--- config.mk ---
export PLATFORM = sky130hd
export DESIGN_NAME = inst_fetch_queue
export DESIGN_NICKNAME = d
export VERILOG_FILES = /design/src/rtl/cpu_pkg.sv /design/src/rtl/fetch_fifo.sv /design/src/rtl/inst_fetch_queue.sv
export SDC_FILE = /design/constraint.sdc
export NUM_CORES = 1
export LEC_CHECK = 0
export ABC_AREA = 0
export CAP_MARGIN = 15
export CORE_ASPECT_RATIO = 0.75
export CORE_MARGIN = 1.5
export CORE_UTILIZATION = 57
export CTS_BUF_LIST = sky130_fd_sc_hd__clkbuf_8
export DETAILED_ROUTE_END_ITERATION = 8
export PLACE_DENSITY = 0.79
export SETUP_SLACK_MARGIN = 0.4
export SYNTH_ARGS = -nofsm -noshare
export SYNTH_HDL_FRONTEND = slang
export SYNTH_SLANG_ARGS = --single-unit
--- constraint.sdc ---
create_clock -name clk -period 5.58 [get_ports clk]
set_clock_uncertainty 0.1 [all_clocks]
set_input_delay 1.116 -clock clk [delete_from_list [all_inputs] [get_ports clk]]
set_output_delay 1.116 -clock clk [all_outputs]
set_load 0.01 [all_outputs]
--- src/rtl/cpu_pkg.sv ---
// Shared CPU definitions: opcode encodings, instruction field positions and
// the fetch-stage state type.
package cpu_pkg;

    localparam logic [4:0] OP_MOV      = 5'b00001;
    localparam logic [4:0] OP_ADD      = 5'b00010;
    localparam logic [4:0] OP_MUL      = 5'b00100;
    localparam logic [4:0] OP_STOREREG = 5'b01101;
    localparam logic [4:0] OP_SENDDOUT = 5'b01111;

    localparam int OPC_MSB   = 31;
    localparam int OPC_LSB   = 27;
    localparam int RDST_MSB  = 26;
    localparam int RDST_LSB  = 22;
    localparam int RSRC1_MSB = 21;
    localparam int RSRC1_LSB = 17;
    localparam int IMM_BIT   = 16;
    localparam int ISRC_MSB  = 15;
    localparam int ISRC_LSB  = 0;

    typedef enum logic [1:0] {
        IDLE  = 2'd0,
        FETCH = 2'd1,
        DRAIN = 2'd2,
        DONE  = 2'd3
    } fetch_state_e;

endpackage

--- src/rtl/fetch_fifo.sv ---
// Prefetch queue: DEPTH-entry synchronous FIFO with flush. A push is accepted
// on a full queue when a pop happens on the same edge.
module fetch_fifo #(
    parameter int  DEPTH = 4,
    parameter int  W     = 36,
    localparam int PW    = $clog2(DEPTH),
    localparam int CW    = PW + 1
) (
    input  logic          clk,
    input  logic          sys_rst,
    input  logic          i_push,
    input  logic [W-1:0]  i_data,
    input  logic          i_pop,
    input  logic          i_flush,
    output logic [W-1:0]  o_head,
    output logic [CW-1:0] o_count,
    output logic          o_full,
    output logic          o_empty
);

    logic [W-1:0]  r_mem [DEPTH];
    logic [PW-1:0] r_wr_ptr;
    logic [PW-1:0] r_rd_ptr;
    logic [CW-1:0] r_count;
    logic          w_pop;
    logic          w_push;

    assign o_count = r_count;
    assign o_full  = (r_count == CW'(DEPTH));
    assign o_empty = (r_count == '0);
    assign o_head  = r_mem[r_rd_ptr];
    assign w_pop   = i_pop && !o_empty;
    assign w_push  = i_push && (!o_full || w_pop);

    always_ff @(posedge clk) begin
        if (sys_rst || i_flush) begin
            r_wr_ptr <= '0;
            r_rd_ptr <= '0;
            r_count  <= '0;
        end else begin
            if (w_push) r_wr_ptr <= r_wr_ptr + 1'b1;
            if (w_pop)  r_rd_ptr <= r_rd_ptr + 1'b1;
            case ({w_push, w_pop})
                2'b10:   r_count <= r_count + 1'b1;
                2'b01:   r_count <= r_count - 1'b1;
                default: r_count <= r_count;
            endcase
        end
    end

    always_ff @(posedge clk) begin
        if (w_push && !i_flush) r_mem[r_wr_ptr] <= i_data;
    end

endmodule

--- src/rtl/inst_fetch_queue.sv ---
// Instruction supply stage: program memory, sequential prefetch into a small
// queue, valid/ready delivery to the core, and PC redirect.
module inst_fetch_queue
    import cpu_pkg::*;
#(
    parameter int IW     = 32,
    parameter int AW     = 4,
    parameter int QDEPTH = 4
) (
    input  logic          clk,
    input  logic          sys_rst,
    input  logic          ld_en,
    input  logic [AW-1:0] ld_addr,
    input  logic [IW-1:0] ld_data,
    input  logic          start,
    input  logic [AW-1:0] last_pc,
    input  logic          redirect_en,
    input  logic [AW-1:0] redirect_pc,
    output logic          inst_valid,
    input  logic          inst_ready,
    output logic [IW-1:0] inst_data,
    output logic [AW-1:0] inst_pc,
    output logic          busy,
    output logic          done
);

    localparam int CW = $clog2(QDEPTH) + 1;

    fetch_state_e     r_state;
    logic [IW-1:0]    r_mem [2**AW];
    logic [AW-1:0]    r_fpc;
    logic [AW-1:0]    r_last;
    logic             r_rd_vld;
    logic [AW-1:0]    r_rd_pc;
    logic [IW-1:0]    r_rd_data;

    logic [IW+AW-1:0] w_head;
    logic [CW-1:0]    w_count;
    logic [CW:0]      w_occ;
    logic             w_full;
    logic             w_empty;
    logic             w_pop;
    logic             w_redir;
    logic             w_issue;
    logic             w_drain_ok;

    fetch_fifo #(
        .DEPTH (QDEPTH),
        .W     (IW + AW)
    ) u_fifo (
        .clk     (clk),
        .sys_rst (sys_rst),
        .i_push  (r_rd_vld),
        .i_data  ({r_rd_pc, r_rd_data}),
        .i_pop   (w_pop),
        .i_flush (w_redir),
        .o_head  (w_head),
        .o_count (w_count),
        .o_full  (w_full),
        .o_empty (w_empty)
    );

    assign inst_valid = !w_empty;
    assign inst_data  = inst_valid ? w_head[IW-1:0]  : '0;
    assign inst_pc    = inst_valid ? w_head[IW +: AW] : '0;
    assign busy       = (r_state == FETCH) || (r_state == DRAIN);
    assign done       = (r_state == DONE);

    assign w_pop   = inst_valid && inst_ready;
    assign w_redir = redirect_en && busy;

    // Slots already claimed by queued and in-flight words, net of this edge's pop,
    // so a read can be issued every cycle while the core keeps up.
    assign w_occ   = {1'b0, w_count} + {{CW{1'b0}}, r_rd_vld} - {{CW{1'b0}}, w_pop};
    assign w_issue = (r_state == FETCH) && !w_redir && (!w_full || w_pop)
                     && (w_occ < (CW+1)'(QDEPTH));

    assign w_drain_ok = !r_rd_vld && ((w_count == '0) || ((w_count == CW'(1)) && w_pop));

    always_ff @(posedge clk) begin
        if (sys_rst) begin
            r_state  <= IDLE;
            r_fpc    <= '0;
            r_last   <= '0;
            r_rd_vld <= 1'b0;
        end else begin
            r_rd_vld <= w_issue;
            if (w_redir) begin
                r_state <= FETCH;
                r_fpc   <= redirect_pc;
            end else begin
                case (r_state)
                    IDLE, DONE: begin
                        if (start) begin
                            r_state <= FETCH;
                            r_last  <= last_pc;
                            r_fpc   <= '0;
                        end
                    end
                    FETCH: begin
                        if (w_issue) begin
                            r_fpc <= r_fpc + 1'b1;
                            if (r_fpc == r_last) r_state <= DRAIN;
                        end
                    end
                    DRAIN: begin
                        if (w_drain_ok) r_state <= DONE;
                    end
                endcase
            end
        end
    end

    always_ff @(posedge clk) begin
        if (w_issue) begin
            r_rd_data <= r_mem[r_fpc];
            r_rd_pc   <= r_fpc;
        end
    end

    always_ff @(posedge clk) begin
        if (ld_en && (r_state == IDLE)) r_mem[ld_addr] <= ld_data;
    end

endmodule

==> results of run 1 <==
[cells in the final DEF (no fill, tap or decap), types with 6 or more instances in the layout]
cell	count
buf_4	23
nand2b_1	7
mux4_2	196
clkbuf_8	104
mux2i_1	6
and2_1	38
buf_12	7
nor2_4	16
edfxtp_1	692
xor2_1	8
clkdlybuf4s50_1	88
nand2_1	14
dfxtp_1	14
clkinv_1	28
clkinv_2	16
a21oi_1	14
ha_1	18
nor2_1	18
inv_1	42
[registers in the layout, summed over array words and instances, names as in the netlist, 3 cells and up, named ones only]
register and count:
r_mem 512, u_fifo.r_mem 144, r_rd_data 32, r_fpc 4, r_last 4, r_rd_pc 4
u_fifo.o_count 3
[how the worst max path moves through the flow]
stage,startpoint,to,slack [ps],cells past startpoint
final,register,inst_data[9],1140,4
after CTS,register,inst_data[9],980,4
after detailed placement,register,inst_data[9],1730,4
after global placement,inst_ready,r_rd_data[5],1790,10
after floorplan,ld_addr[3],r_mem[0][0],1260,2
after global routing,register,inst_data[9],890,4
[through the flow]
step | area [sq um] | total power [uW]
4_1_cts | 30700 | 13800
5_1_grt | 30800 | 14300
6_report | 30800 | 13700
2_1_floorplan | 27100 | 9030
3_5_place_dp | 28900 | 10200
3_3_place_gp | 28900 | 10100
[cell families (layout without fill, tap and decap cells)]
group           Yosys count  in the layout  share of synthesized area, %
fa+ha+maj                18             18                         0.830
compound gates           33             33                         0.803
xor+xnor                 11             11                         0.355
mux                     202            202                          16.5
other cells               0              4                             0
flops                   712            712                          78.1
simple gates            114            114                          2.18
buf+inv                  67            314                          1.24
[critical path: stages, from the launching register on]
cell	delay (ps)
dfxtp_2	1010
buf_4	350
mux4_2	540
and2_1	170
clkdlybuf4s50_1	470
[cell type report]
class / instances / area, sq um
fill: 2980 / 16400
sequential: 712 / 21200
multi-input combinational: 378 / 5740
inverter: 14 / 52.6
tap: 639 / 800
antenna: 4 / 10.0
timing repair buffer: 118 / 1190
clock buffer: 104 / 1430
clock inverter: 78 / 359
[per-layer routing]
metal  track usage (%)  part of all wire (%)
met1              32.6                    42
met2              34.9                    50
met3              4.68                   6.7
met4              6.05                   1.2
met5                 0                 0.025
[where the power goes]
| part | switching (uW) | internal, uW | total (uW) |
|---|---|---|---|
| registers | 396 | 6280 | 6680 |
| clock network | 1850 | 1780 | 3630 |
| logic | 1580 | 1830 | 3400 |
==> qor.yml, run 1 <==
die:
  num_rows: 69
  die-height_um: 192
  io_pins: 89
  start_util_pct: 57.5
  coreArea_sq_mm: 0.0471
  die-width_um: 255
  fp.dieArea_sq_mm: 0.0489
clock_tree:
  clock_sinks: 712
  cts_resized: 0
  clk_latency_ps: 680
  root_buffer: "clkbuf_8"
  cts_tree: "done"
  ctsHoldBuffers: 0
  cts_setup_buffers: 0
  cts_made_buffers: 101
  h-tree-depth: 3
  clock_path_buffers: 3
  clk_pin_slew_ps: 70
sta:
  slew_violations: 0
  rsz0062_at_grt: "no"
  period_minus_slack_ps: 4440
  max_freq_mhz: 225
  finalHoldViolCount: 0
  tightest_slew_ps: 1030
  setup_viol: 0
  whs_ps: 398
  setup_slack_ps: 1140
  slew_headroom_pct: 31.5
  setup-tns-final_ps: 0
  min_period_over_period_pct: 79.7
routing:
  vias: 12187
  drc: 0
  via_per_inst: 5.95
  wl_um: 52400
  drt_iter0_markers: 1290
  ant_nets: 0
  firstDrtPassIters: 5
  post_drt_wl_per_cell_um: 25.6
yosys:
  synth_area_per_cell_sq_um: 23.4
  postSynth.asyncResetShare_pct: 0
  synth_most_common_cell: "edfxtp_1"
  yosys_warnings: 0
  syn_nets: 1225
  synth_cell_type_count: 38
  synth_area_leaders: "edfxtp_1 (77%), mux4_2 (16%), dfxtp_1 (1.5%), and2_1 (0.88%), ha_1 (0.83%)"
  synth_seq_cells: 712
  synth-edff-count: 692
  synth_top_area_cell: "edfxtp_1"
  synth_ff_type: "edfxtp_1"
  synth_common_cells: "edfxtp_1 (692), mux4_2 (196), and2_1 (38)"
  synth_area_sq_mm: 0.0271
  yosysTopAreaCellShare_pct: 76.6
  synth_cells: 1157
  yosysSeqAreaShare_pct: 78.1
global_routing:
  antenna_found_initial: 6
  grt_usage_pct: 22.3
  grt_max_degree: 60
  grt_pass1_vias: 12547
  overflow: 0
  grt_first_pass_wirelength_um: 78400
critical_path:
  arrival_ps: 3230
  reg2reg_from: "u_fifo.o_count[0]"
  worstPathRequired_ps: 4360
  crit_type: "reg2out"
  r2r.worst_path.cells: 12
  path_max_fanout: 29
  crit_path_start_kind: "register"
  timing.rr.end: "r_rd_data[10]"
  r2r_slack_ps: 2540
  critPathCaptureType: "output pin"
final_layout:
  final_cells: 2047
  area_growth_pct: 13.5
  drive_above_1_share_pct: 27.0
  nets: 1393
  fin_util_pct: 65.3
placed_design:
  dpl.cell_count: 1857
  place_hpwl_um: 30100
  portBuffers: 88
  pre_cts_ws_ps: 1730
  gp_congestion: 0.774
job:
  maxCapViolCount: 0
min_path:
  whs_path_depth: 0
  min_from: "r_rd_data[25]"
  whs_endpoint: "u_fifo.r_mem[1][25]"
  hp-class: "reg2reg"
power:
  power_density_mw_per_mm2: 446
  peakVddDrop_uv: 286
  leakage_uw: 0.00954
outcome:
  status: "complete, no violations"
Note: power is estimated with default switching activity, not from simulation.
==> run 2, diff against run 1 <==
--- a/config.mk
+++ b/config.mk
@@ -12,7 +12,7 @@
 export CORE_UTILIZATION = 57
 export CTS_BUF_LIST = sky130_fd_sc_hd__clkbuf_8
 export DETAILED_ROUTE_END_ITERATION = 8
-export PLACE_DENSITY = 0.79
+export PLACE_DENSITY = 0.82
 export SETUP_SLACK_MARGIN = 0.4
 export SYNTH_ARGS = -nofsm -noshare
 export SYNTH_HDL_FRONTEND = slang
==> constraint.sdc (replaced) <==
create_clock -name clk -period 3.9 [get_ports clk]
set_clock_uncertainty 0.1 [all_clocks]
set_input_delay 0.78 -clock clk [delete_from_list [all_inputs] [get_ports clk]]
set_output_delay 0.78 -clock clk [all_outputs]
set_load 0.01 [all_outputs]
==> qor.yml, run 2 (same netlist as run 1, synthesis figures left out) <==
outcome:
  status: "complete, no violations"
final_layout:
  top_register: "r_mem"
  drive_above_1_share_pct: 27.3
  mostFrequentLayoutCell: "edfxtp_1"
  nets: 1402
  fin_util_pct: 65.8
  area_growth_pct: 14.3
  largest_reg_flops: 512
  postLayoutCellArea_sq_mm: 0.0310
  reg_top3: "r_mem: 512 flops, u_fifo.r_mem: 144 flops, r_rd_data: 32 flops"
  layout_common_cells: "edfxtp_1 (692), mux4_2 (196), clkbuf_8 (109)"
clock_tree:
  cts_tree: "done"
  clk_pin_slew_ps: 60
  clock_path_buffers: 3
  ctsHoldBuffers: 0
  root_buffer: "clkbuf_8"
  cts_made_buffers: 100
  h-tree-depth: 3
  clk_latency_ps: 670
  clock_sinks: 712
sta:
  finalHoldViolCount: 0
  slew_violations: 0
  setup_viol: 0
  min_period_over_period_pct: 85.8
  rsz0062_at_grt: "no"
  slew_headroom_pct: 49.1
  period_minus_slack_ps: 3340
  tightest_slew_ps: 763
  max_freq_mhz: 299
  setup-tns-final_ps: 0
  setup_slack_ps: 555
placed_design:
  gp_congestion: 0.779
  portBuffers: 88
  place_area_sq_mm: 0.0291
  pre_cts_ws_ps: 407
  place_hpwl_um: 30500
global_routing:
  grt_pass1_vias: 12800
  antenna_found_initial: 9
  overflow: 0
  grt_usage_pct: 22.6
  grt_first_pass_wirelength_um: 79100
  grt_max_degree: 51
critical_path:
  arrival_ps: 2460
  path_max_fanout: 18
  crit_path_start_kind: "register"
  r2r_slack_ps: 840
  worstPathRequired_ps: 3020
  crit_type: "reg2out"
  critPathCaptureType: "output pin"
die:
  coreArea_sq_mm: 0.0471
  fp.dieArea_sq_mm: 0.0489
  die-width_um: 255
  num_rows: 69
  start_util_pct: 57.5
  die-height_um: 192
  io_pins: 89
min_path:
  hp-class: "reg2reg"
routing:
  ant_nets: 0
  vias: 12380
  wl_um: 53300
  drt_iter0_markers: 1301
  drc: 0
  post_drt_wl_per_cell_um: 25.9
  via_per_inst: 6.02
  firstDrtPassIters: 5
power:
  peakVddDrop_uv: 428
  power_uw: 19800
  leakage_uw: 0.00967
  power_density_mw_per_mm2: 640
job:
  maxCapViolCount: 0
[run 2: where the power goes]
part	total (uW)	switching, uW	leakage [uW]	internal, uW
Combinational	5160	2470	0.00219	2680
Sequential	9440	448	0.00641	8990
Clock	5250	2620	0.00108	2630
[run 2: repair_timing]
action / CTS / global route
gates resized for setup: 0 / 2
endpoints found under the setup margin: 0 / 36
buffers inserted: 0 / 0
[run 2: critical path, stage by stage (launching register included)]
cell and delay, ps:
dfxtp_2 390, clkbuf_16 240, mux4_2 530, and2_1 170, clkdlybuf4s50_1 470
[run 2: final timing paths]
path / cells after the start / start / endpoint
worst min-delay path: 0 / r_rd_data[2] / u_fifo.r_mem[3][2]
worst max register to register: 12 / u_fifo.o_count[0] / r_fpc[3]
worst max-delay path: 4 / register / inst_pc[2]
worst min register to register: 0 / r_rd_data[2] / u_fifo.r_mem[3][2]
[run 2: final cells by class]
class,instances,area [sq um]
inverters,14,52.6
flip-flops and latches,712,21200
repair buffers,128,1340
multi-input cells,378,5770
well taps,639,800
clock buffers,109,1500
clock inverters,73,330
diodes,3,7.51
fillers,2961,16100
[run 2: routing by layer]
layer	track usage (%)	wire length (um)
met5	0	0
met4	6.51	1050
met3	5.04	4350
met2	36.2	26500
met1	31.9	21400
[run 2: metrics by stage]
stage	hold WS (ps)	instances
finish	399	2056
global route	417	2055
CTS	398	2052
detailed placement	383	1870
global placement	368	1870
floorplan	303	1157
==> run 3, diff against run 2 <==
--- a/config.mk
+++ b/config.mk
@@ -7,9 +7,11 @@
 export LEC_CHECK = 0
 export ABC_AREA = 0
 export CAP_MARGIN = 15
+export CELL_PAD_IN_SITES_DETAIL_PLACEMENT = 1
+export CELL_PAD_IN_SITES_GLOBAL_PLACEMENT = 1
 export CORE_ASPECT_RATIO = 0.75
 export CORE_MARGIN = 1.5
-export CORE_UTILIZATION = 57
+export CORE_UTILIZATION = 51
 export CTS_BUF_LIST = sky130_fd_sc_hd__clkbuf_8
 export DETAILED_ROUTE_END_ITERATION = 8
 export PLACE_DENSITY = 0.82
==> qor.yml, run 3 (same netlist as run 1, synthesis figures left out) <==
final_layout:
  largest_reg_flops: 512
  drive_above_1_share_pct: 27.5
  nets: 1405
  top_register: "r_mem"
  area_growth_pct: 14.6
  postLayoutCellArea_sq_mm: 0.0311
  mostFrequentLayoutCell: "edfxtp_1"
  reg_top3: "r_mem: 512 flops, u_fifo.r_mem: 144 flops, r_rd_data: 32 flops"
  layout_common_cells: "edfxtp_1 (692), mux4_2 (196), clkbuf_8 (107)"
global_routing:
  grt_max_degree: 68
  grt_usage_pct: 22.4
  grt_pass1_vias: 13576
  antenna_found_initial: 10
  overflow: 0
  grt_first_pass_wirelength_um: 88900
routing:
  ant_nets: 0
  vias: 12610
  via_per_inst: 5.93
  wl_um: 60000
  post_drt_wl_per_cell_um: 28.2
  drc: 0
  firstDrtPassIters: 5
  drt_iter0_markers: 1098
critical_path:
  slowest_delay_ps: 530
  worstPathRequired_ps: 3020
  path_max_fanout: 18
  crit_type: "reg2out"
  cp_cell_sequence: "clkbuf_16 > mux4_2 > and2_1 > clkdlybuf4s50_1"
  critPathCaptureType: "output pin"
  arrival_ps: 2510
  slowest_stage: "mux4_2"
  crit_path_start_kind: "register"
die:
  coreArea_sq_mm: 0.0521
  start_util_pct: 52.1
  io_pins: 89
  die-height_um: 203
  die-width_um: 269
  fp.dieArea_sq_mm: 0.0546
  num_rows: 72
sta:
  finalHoldViolCount: 0
  min_period_over_period_pct: 86.8
  slew_violations: 0
  setup_viol: 0
  setup-tns-final_ps: 0
  period_minus_slack_ps: 3390
  rsz0062_at_grt: "yes"
  tightest_slew_ps: 748
  slew_headroom_pct: 50.0
  max_freq_mhz: 295
placed_design:
  portBuffers: 88
  place_hpwl_um: 35300
  gp_congestion: 0.775
  place_area_sq_mm: 0.0292
clock_tree:
  clock_sinks: 712
  clock_path_buffers: 3
  cts_made_buffers: 105
  ctsHoldBuffers: 0
  cts_tree: "done"
  clk_pin_slew_ps: 60
  clk_latency_ps: 700
  h-tree-depth: 3
  root_buffer: "clkbuf_8"
power:
  seqPwrFrac_pct: 46.6
  leakage_uw: 0.00964
  p_int_uw: 14200
  peakVddDrop_uv: 373
  power.share.clock_pct: 26.4
  combPwrFrac_pct: 26.9
  power_uw: 20000
  power_density_mw_per_mm2: 644
  p_sw_uw: 5760
  swShare_pct: 28.8
min_path:
  hp-class: "reg2reg"
job:
  maxCapViolCount: 0
outcome:
  status: "complete, no violations"
run 3: worst max-delay path, delay by kind of cell, from the launching register on:
kind | cells | cell delay (ps)
buffers and inverters | 2 | 710
muxes | 1 | 530
DFF | 1 | 410
and+or+nand+nor | 1 | 170
run 3: area by class of cell:
class,count,area (sq um)
flip-flops and latches,712,21200
well taps,703,880
repair buffers,126,1340
clock buffers,107,1470
fillers,4394,21000
diodes,5,12.5
clock inverters,80,352
inverters,14,52.6
multi-input cells,378,5770
run 3: path summary, 6_finish.rpt:
| kind | to | startpoint | slack [ps] | cells after the start |
|---|---|---|---|---|
| min reg2reg | u_fifo.r_mem[1][10] | r_rd_data[10] | 410 | 0 |
| min | u_fifo.r_mem[1][10] | r_rd_data[10] | 410 | 0 |
| max | inst_data[20] | register | 510 | 4 |
| max reg2reg | r_fpc[3] | u_fifo.o_count[1] | 730 | 12 |
run 3: power groups by stage:
stage | logic, uW | registers, uW | clock network, uW
finish | 5390 | 9330 | 5290
global route | 5760 | 9370 | 5720
CTS | 5400 | 9320 | 5430
detailed placement | 5350 | 9480 | 0
global placement | 5220 | 9430 | 0
floorplan | 3660 | 9250 | 0
run 3: metal layers:
metal	part of all wire (%)	vias to the layer above	track usage, %
met1	42	6759	30.9
met2	50	516	36.4
met5	0.040	-	0
li1	-	5245	-
met4	1.8	4	6.78
met3	6.5	86	4.80
run 3: metrics by stage:
step	hold slack (ps)	std cells	util, %	worst slack, ps
after CTS	413	2118	59.5	370
after detailed placement	397	1931	56.0	309
after global placement	371	1931	56.0	453
after global routing	424	2125	59.7	367
after floorplan	303	1157	-	661
final	407	2125	59.7	513
run 3: timing repair:
item | 4_1_cts | 5_1_grt
pin swaps | 0 | 0
cloned | 0 | 2
resized for setup | 2 | 4
endpoints found under the setup margin | 26 | 36
buffers inserted | 0 | 0
